$ cat src/rtl/io_uart_tx_mmio.sv
// Memory-mapped 8N1 UART transmitter with a byte FIFO, plus a 10-bit LED register, on the IO write half.
// Latency: a UART_DATA store at edge N into an empty FIFO with the line idle drops tx at edge N+1.
// Backpressure: none toward the CPU; a store into a full FIFO is dropped and sets a sticky overflow flag.

// Small generic FIFO: valid/ready on both sides, pointers wrap modulo DEPTH (power of two).
module io_uart_tx_fifo #(
  parameter int WIDTH = 8,
  parameter int DEPTH = 4
) (
  input  logic             clk,
  input  logic             reset_n,
  input  logic             push_vld,
  input  logic [WIDTH-1:0] push_dat,
  output logic             push_rdy,
  output logic             pop_vld,
  input  logic             pop_rdy,
  output logic [WIDTH-1:0] pop_dat,
  output logic             full,
  output logic             empty
);
  localparam int AW = (DEPTH > 1) ? $clog2(DEPTH) : 1;
  localparam int CW = $clog2(DEPTH + 1);

  logic [WIDTH-1:0] mem [DEPTH];
  logic [AW-1:0]    wr_ptr;
  logic [AW-1:0]    rd_ptr;
  logic [CW-1:0]    count;
  logic             do_push;
  logic             do_pop;

  // full/empty come straight from the registered count, so a push is judged on pre-edge occupancy
  assign full     = (count == CW'(DEPTH));
  assign empty    = (count == '0);
  assign push_rdy = !full;
  assign pop_vld  = !empty;
  assign pop_dat  = mem[rd_ptr];
  assign do_push  = push_vld && push_rdy;
  assign do_pop   = pop_vld && pop_rdy;

  // byte storage; contents are only ever observed through count, so no reset
  always_ff @(posedge clk) begin
    if (do_push) mem[wr_ptr] <= push_dat;
  end

  // pointers and occupancy; simultaneous push and pop leaves count unchanged
  always_ff @(posedge clk or negedge reset_n) begin
    if (!reset_n) begin
      wr_ptr <= '0;
      rd_ptr <= '0;
      count  <= '0;
    end else begin
      if (do_push) wr_ptr <= wr_ptr + 1'b1;
      if (do_pop)  rd_ptr <= rd_ptr + 1'b1;
      case ({do_push, do_pop})
        2'b10:   count <= count + 1'b1;
        2'b01:   count <= count - 1'b1;
        default: count <= count;
      endcase
    end
  end
endmodule

module io_uart_tx_mmio #(
  parameter int CLK_HZ     = 50_000_000,
  parameter int BAUD       = 115200,
  parameter int FIFO_DEPTH = 4
) (
  input  logic        clk,
  input  logic        reset_n,
  input  logic [31:0] Address,
  input  logic [31:0] WriteData,
  input  logic        MemWrite,
  output logic [31:0] ReadData,
  output logic        tx,
  output logic [9:0]  leds
);
  localparam int CLKS_PER_BIT = CLK_HZ / BAUD;
  localparam int BW = (CLKS_PER_BIT > 1) ? $clog2(CLKS_PER_BIT) : 1;
  localparam logic [BW-1:0] BAUD_LAST = BW'(CLKS_PER_BIT - 1);

  localparam logic [8:0] ADDR_UART_DATA = 9'h140;
  localparam logic [8:0] ADDR_UART_STAT = 9'h144;
  localparam logic [8:0] ADDR_LED       = 9'h180;

  typedef enum logic [1:0] {
    S_IDLE  = 2'd0,
    S_START = 2'd1,
    S_DATA  = 2'd2,
    S_STOP  = 2'd3
  } tx_state_t;

  tx_state_t     state;
  logic [BW-1:0] baud_cnt;
  logic [2:0]    bit_cnt;
  logic [7:0]    shift;
  logic          overflow;
  logic          busy;

  logic          sel_data;
  logic          sel_stat;
  logic          sel_led;

  logic          push_vld;
  logic          push_rdy;
  logic          pop_vld;
  logic          pop_rdy;
  logic [7:0]    pop_dat;
  logic          fifo_full;
  logic          fifo_empty;

  // only Address[8:0] takes part in decode; WriteData above bit 9 is never stored
  logic          addr_unused;
  assign addr_unused = ^{Address[31:9], WriteData[31:10]};

  assign sel_data = (Address[8:0] == ADDR_UART_DATA);
  assign sel_stat = (Address[8:0] == ADDR_UART_STAT);
  assign sel_led  = (Address[8:0] == ADDR_LED);

  assign push_vld = MemWrite && sel_data;
  assign pop_rdy  = (state == S_IDLE);
  assign busy     = (state != S_IDLE);

  io_uart_tx_fifo #(
    .WIDTH (8),
    .DEPTH (FIFO_DEPTH)
  ) u_fifo (
    .clk      (clk),
    .reset_n  (reset_n),
    .push_vld (push_vld),
    .push_dat (WriteData[7:0]),
    .push_rdy (push_rdy),
    .pop_vld  (pop_vld),
    .pop_rdy  (pop_rdy),
    .pop_dat  (pop_dat),
    .full     (fifo_full),
    .empty    (fifo_empty)
  );

  // readback mux; unselected addresses read as zero so the result can be ORed onto the IO bus
  always_comb begin
    ReadData = '0;
    if (sel_stat) begin
      ReadData = {28'b0, overflow, fifo_empty, fifo_full, busy};
    end else if (sel_led) begin
      ReadData = {22'b0, leds};
    end
  end

  // sticky overflow: set by a push that finds the FIFO full, cleared by any STAT store
  always_ff @(posedge clk or negedge reset_n) begin
    if (!reset_n) begin
      overflow <= 1'b0;
    end else if (MemWrite && sel_stat) begin
      overflow <= 1'b0;
    end else if (push_vld && !push_rdy) begin
      overflow <= 1'b1;
    end
  end

  // LED register
  always_ff @(posedge clk or negedge reset_n) begin
    if (!reset_n) begin
      leds <= '0;
    end else if (MemWrite && sel_led) begin
      leds <= WriteData[9:0];
    end
  end

  // 8N1 transmit sequencer; tx is registered and the shift register is consumed LSB first
  always_ff @(posedge clk or negedge reset_n) begin
    if (!reset_n) begin
      state    <= S_IDLE;
      tx       <= 1'b1;
      baud_cnt <= '0;
      bit_cnt  <= '0;
      shift    <= '0;
    end else begin
      case (state)
        S_IDLE: begin
          tx       <= 1'b1;
          baud_cnt <= '0;
          if (pop_vld) begin
            // the pop and the falling start edge share this clock edge
            shift <= pop_dat;
            tx    <= 1'b0;
            state <= S_START;
          end
        end
        S_START: begin
          if (baud_cnt == BAUD_LAST) begin
            baud_cnt <= '0;
            bit_cnt  <= 3'd0;
            tx       <= shift[0];
            state    <= S_DATA;
          end else begin
            baud_cnt <= baud_cnt + 1'b1;
          end
        end
        S_DATA: begin
          if (baud_cnt == BAUD_LAST) begin
            baud_cnt <= '0;
            if (bit_cnt == 3'd7) begin
              tx    <= 1'b1;
              state <= S_STOP;
            end else begin
              bit_cnt <= bit_cnt + 1'b1;
              shift   <= {1'b0, shift[7:1]};
              tx      <= shift[1];
            end
          end else begin
            baud_cnt <= baud_cnt + 1'b1;
          end
        end
        S_STOP: begin
          if (baud_cnt == BAUD_LAST) begin
            baud_cnt <= '0;
            state    <= S_IDLE;
          end else begin
            baud_cnt <= baud_cnt + 1'b1;
          end
        end
        default: begin
          tx    <= 1'b1;
          state <= S_IDLE;
        end
      endcase
    end
  end
endmodule
$ cat config.mk
export PLATFORM = sky130hd
export DESIGN_NAME = io_uart_tx_mmio
export DESIGN_NICKNAME = d
export VERILOG_FILES = /design/src/rtl/io_uart_tx_mmio.sv
export SDC_FILE = /design/constraint.sdc
export NUM_CORES = 1
export LEC_CHECK = 0
export ABC_CLOCK_PERIOD_IN_PS = 1900
export CORE_MARGIN = 1
export CORE_UTILIZATION = 43
export DETAILED_ROUTE_END_ITERATION = 10
export PLACE_DENSITY = 0.76
export SLEW_MARGIN = 20
export SYNTH_ARGS = -nofsm -noshare
export SYNTH_HDL_FRONTEND = slang
export SYNTH_HIERARCHICAL = 1
export SYNTH_SLANG_ARGS = --single-unit
export TNS_END_PERCENT = 20
$ cat constraint.sdc
create_clock -name clk -period 1.9 [get_ports clk]
set_input_delay 0.19 -clock clk [delete_from_list [all_inputs] [get_ports clk]]
set_output_delay 0.19 -clock clk [all_outputs]
set_load 0.02 [all_outputs]
==> flow_summary.toml <==
[critical_path]
rr_worst_depth = 5
cp.depth = 5
r2r_start = "u_fifo/count[0]"
crit_path_max_incr_delay_ns = 0.55
r2r-end = "shift[1]"
path_class = "register to register"
path_cells = "or3_2, nor2b_4, nor4_4, a222oi_1, o21ai_2"
rrSetupSlack_ns = -0.02
path_delay_family = "simple AND/OR/NAND/NOR gates"
crit_path_end_kind = "register"
critPathLaunch = "u_fifo/count[0]"
critPathBufInv = 0
worstPathMaxFanout = 7
cp_slowest_cell = "or3_2"
crit_required_ns = 2.13
cp-endpoint = "shift[1]"
critPathLaunchType = "register"
arrival_ns = 2.14

[clock_network]
htreeDepth = 3
clk_path_buf_depth = 2
cts.sinks = 73
cts_inserted_buffers = 9
clk_latency_ns = 0.35
clk_pin_slew_ns = 0.09
clock-root-buffer = "clkbuf_8"
cts_tree = "yes"

[sta]
min_period_ns = 1.92
fmax_mhz = 522
fin_ws_ns = -0.0172
finalCritPeriodShare_pct = 101
skew_ns = 0.00938
finalSetupViolCount = 4
maxSlewViolCount = 0
setup-tns-final_ns = -0.0303
timing.hold.ws_ns = 0.213
rsz0062_at_grt = "true"
finalHoldViolCount = 0

[die]
start_util_pct = 45.5
dieArea_um2 = 9250
die_w_um = 96.2
coreArea_um2 = 8380
die_h_um = 96.2
ios = 110
rows = 33

[run_status]
status = "complete, but fails checks"
violations = "setup timing"

[global_routing]
grt.total_usage_pct = 17.5
overflow = 0
antenna_found_initial = 0
grt_pass1_vias = 2560
grt_max_degree = 19
grt_pass1_wl_mm = 12.2

[drt]
ant_nets = 0
drt_first_pass_iters = 5
route.detailed.drc = 0
drt-initial-drc-count = 213
wl_per_cell_um = 15.3
avgViaCountPerCell = 5.32
vias = 2582
drt_wl_total_mm = 7.41

[placed_design]
dpl_cell_area_um2 = 4450
port_buffers = 42
preCtsSetupSlack_ns = -0.405
hpwl_mm = 5.08
globalplace.congestion = 0.795

[yosys]
netlist_top_cells_area = "dfrtp_1, edfxtp_1, mux4_1"
ys_types = 57
synth_commonest_cells = "dfrtp_1, edfxtp_1, buf_4"
synth_flop_cell = "dfrtp_1"
post-synth-top-count-cell = "dfrtp_1"
seq_area_frac_synth_pct = 52.1
synth_cells = 294
ys_warn_count = 6
ys_async_sr_fraction_pct = 56.2
avgSynthCellArea_um2 = 13.0
synth_edf_count = 32
syn_area_um2 = 3810
synth-seq-cells = 73
synth_top_area_share_pct = 26.3
yosys.area.top_type = "dfrtp_1"

[cells_and_area]
fin_area_um2 = 4800
drive_gt1_share_pct = 29.2
nNetsFinal = 458
diodes = 0
area_growth_pct = 25.8

[pwr]
leakage_nw = 2.09
p_comb_share_pct = 39.8
p_switching_mw = 1.98
seqPwrFrac_pct = 35.9
power-per-cell-area_nw_per_um2 = 1210
switching_share_pct = 34.2
irDropWorstVdd_mv = 0.565
p_clk_share_pct = 24.3
internal_power_mw = 3.83

[flow_run]
drv_cap = 0

[worst_hold_path]
hp-class = "input pin to async pin"
[kinds of logic after synthesis]
group                      count (synthesis)  synth area share, %
and+or+nand+nor                           71                 12.7
AOI/OAI and AO/OA                         50                 10.1
other                                      1               0.0984
adders and majority gates                 16                 5.45
xor gates and xnor gates                  11                 2.53
DFF                                       73                 52.1
buffers and inverters                     51                 7.55
muxes                                     21                 9.42
[worst reg2reg max path, cell delays in order, from the launching register on]
cell	delay, ns
dfrtp_1	0.40
or3_2	0.55
nor2b_4	0.25
nor4_4	0.09
a222oi_1	0.41
o21ai_2	0.09
[registers in the layout, indices dropped and copies added, names as in the netlist, 3 cells and up]
name and count:
u_fifo/mem 32, leds 10, baud_cnt 9, shift 8
bit_cnt 3, u_fifo/count 3
[power groups by stage]
stage | Sequential [mW] | Combinational (mW) | Clock (mW)
after floorplan | 2.03 | 1.48 | 0
after detailed placement | 2.10 | 1.99 | 0
after global placement | 2.09 | 1.94 | 0
after global routing | 2.11 | 2.55 | 1.50
after CTS | 2.07 | 2.02 | 1.45
final | 2.08 | 2.31 | 1.41
[layout make-up]
cell class	instances	area, um^2
clock buffer	9	124
clock inverter	7	108
fill	677	3590
inverter	22	87.6
multi-input combinational	191	1690
sequential	73	1990
tap	105	131
timing repair buffer	78	664
[through the flow]
stage	std cells	power, mW	utilization [%]
2_1_floorplan	315	3.51	-
6_report	485	5.81	57.2
4_1_cts	477	5.54	55.6
5_1_grt	485	6.16	57.2
3_5_place_dp	460	4.09	53.1
3_3_place_gp	460	4.03	53.1
[metal layers]
layer	share of wire (%)	GRT usage (%)	vias up
li1	-	-	1194
met1	44	22.3	1273
met2	50	29.0	107
met3	5.1	3.48	8
met4	1.1	7.46	0
met5	0	0	-
[cells in the final DEF, fill, tap and decap left out, types with 3 or more instances in the layout]
master | netlist | layout
dfrtp_1 | 40 | 39
buf_4 | 22 | 33
edfxtp_1 | 32 | 32
clkdlybuf4s50_1 | 0 | 28
conb_1 | 1 | 22
inv_1 | 20 | 14
o21ai_0 | 14 | 14
nor2_1 | 13 | 13
nand3_1 | 13 | 13
ha_1 | 15 | 12
nand2_1 | 9 | 9
clkbuf_8 | 0 | 9
buf_2 | 4 | 8
mux4_1 | 8 | 8
a21oi_1 | 7 | 7
a222oi_1 | 7 | 7
o21ai_2 | 7 | 7
and2_1 | 6 | 6
inv_2 | 2 | 6
xnor2_1 | 6 | 6
mux2_2 | 6 | 6
and3_1 | 5 | 5
xor2_1 | 5 | 5
a22o_1 | 4 | 4
mux2_1 | 5 | 4
and2_2 | 4 | 4
buf_6 | 1 | 3
[worst min-delay path by stage]
stage | startpoint | to | slack [ns] | cells past startpoint
6_report | reset_n | leds[7] | 0.21 | 2
5_1_grt | reset_n | leds[7] | 0.22 | 2
4_1_cts | reset_n | leds[7] | 0.20 | 2
3_5_place_dp | reset_n | leds[7] | 0.06 | 1
3_3_place_gp | reset_n | leds[7] | 0.05 | 1
2_1_floorplan | reset_n | baud_cnt[0] | -0.11 | 0
[repair_timing]
| item | CTS | global route |
|---|---|---|
| setup buffers | 0 | 8 |
| pin swaps | 2 | 12 |
| endpoints found under the hold margin | 40 | 0 |
| hold buffers | 1 | 0 |
| endpoints found under the setup margin | 21 | 10 |
| resized for setup | 43 | 21 |
No activity file was read; power rests on OpenSTA's default activity.
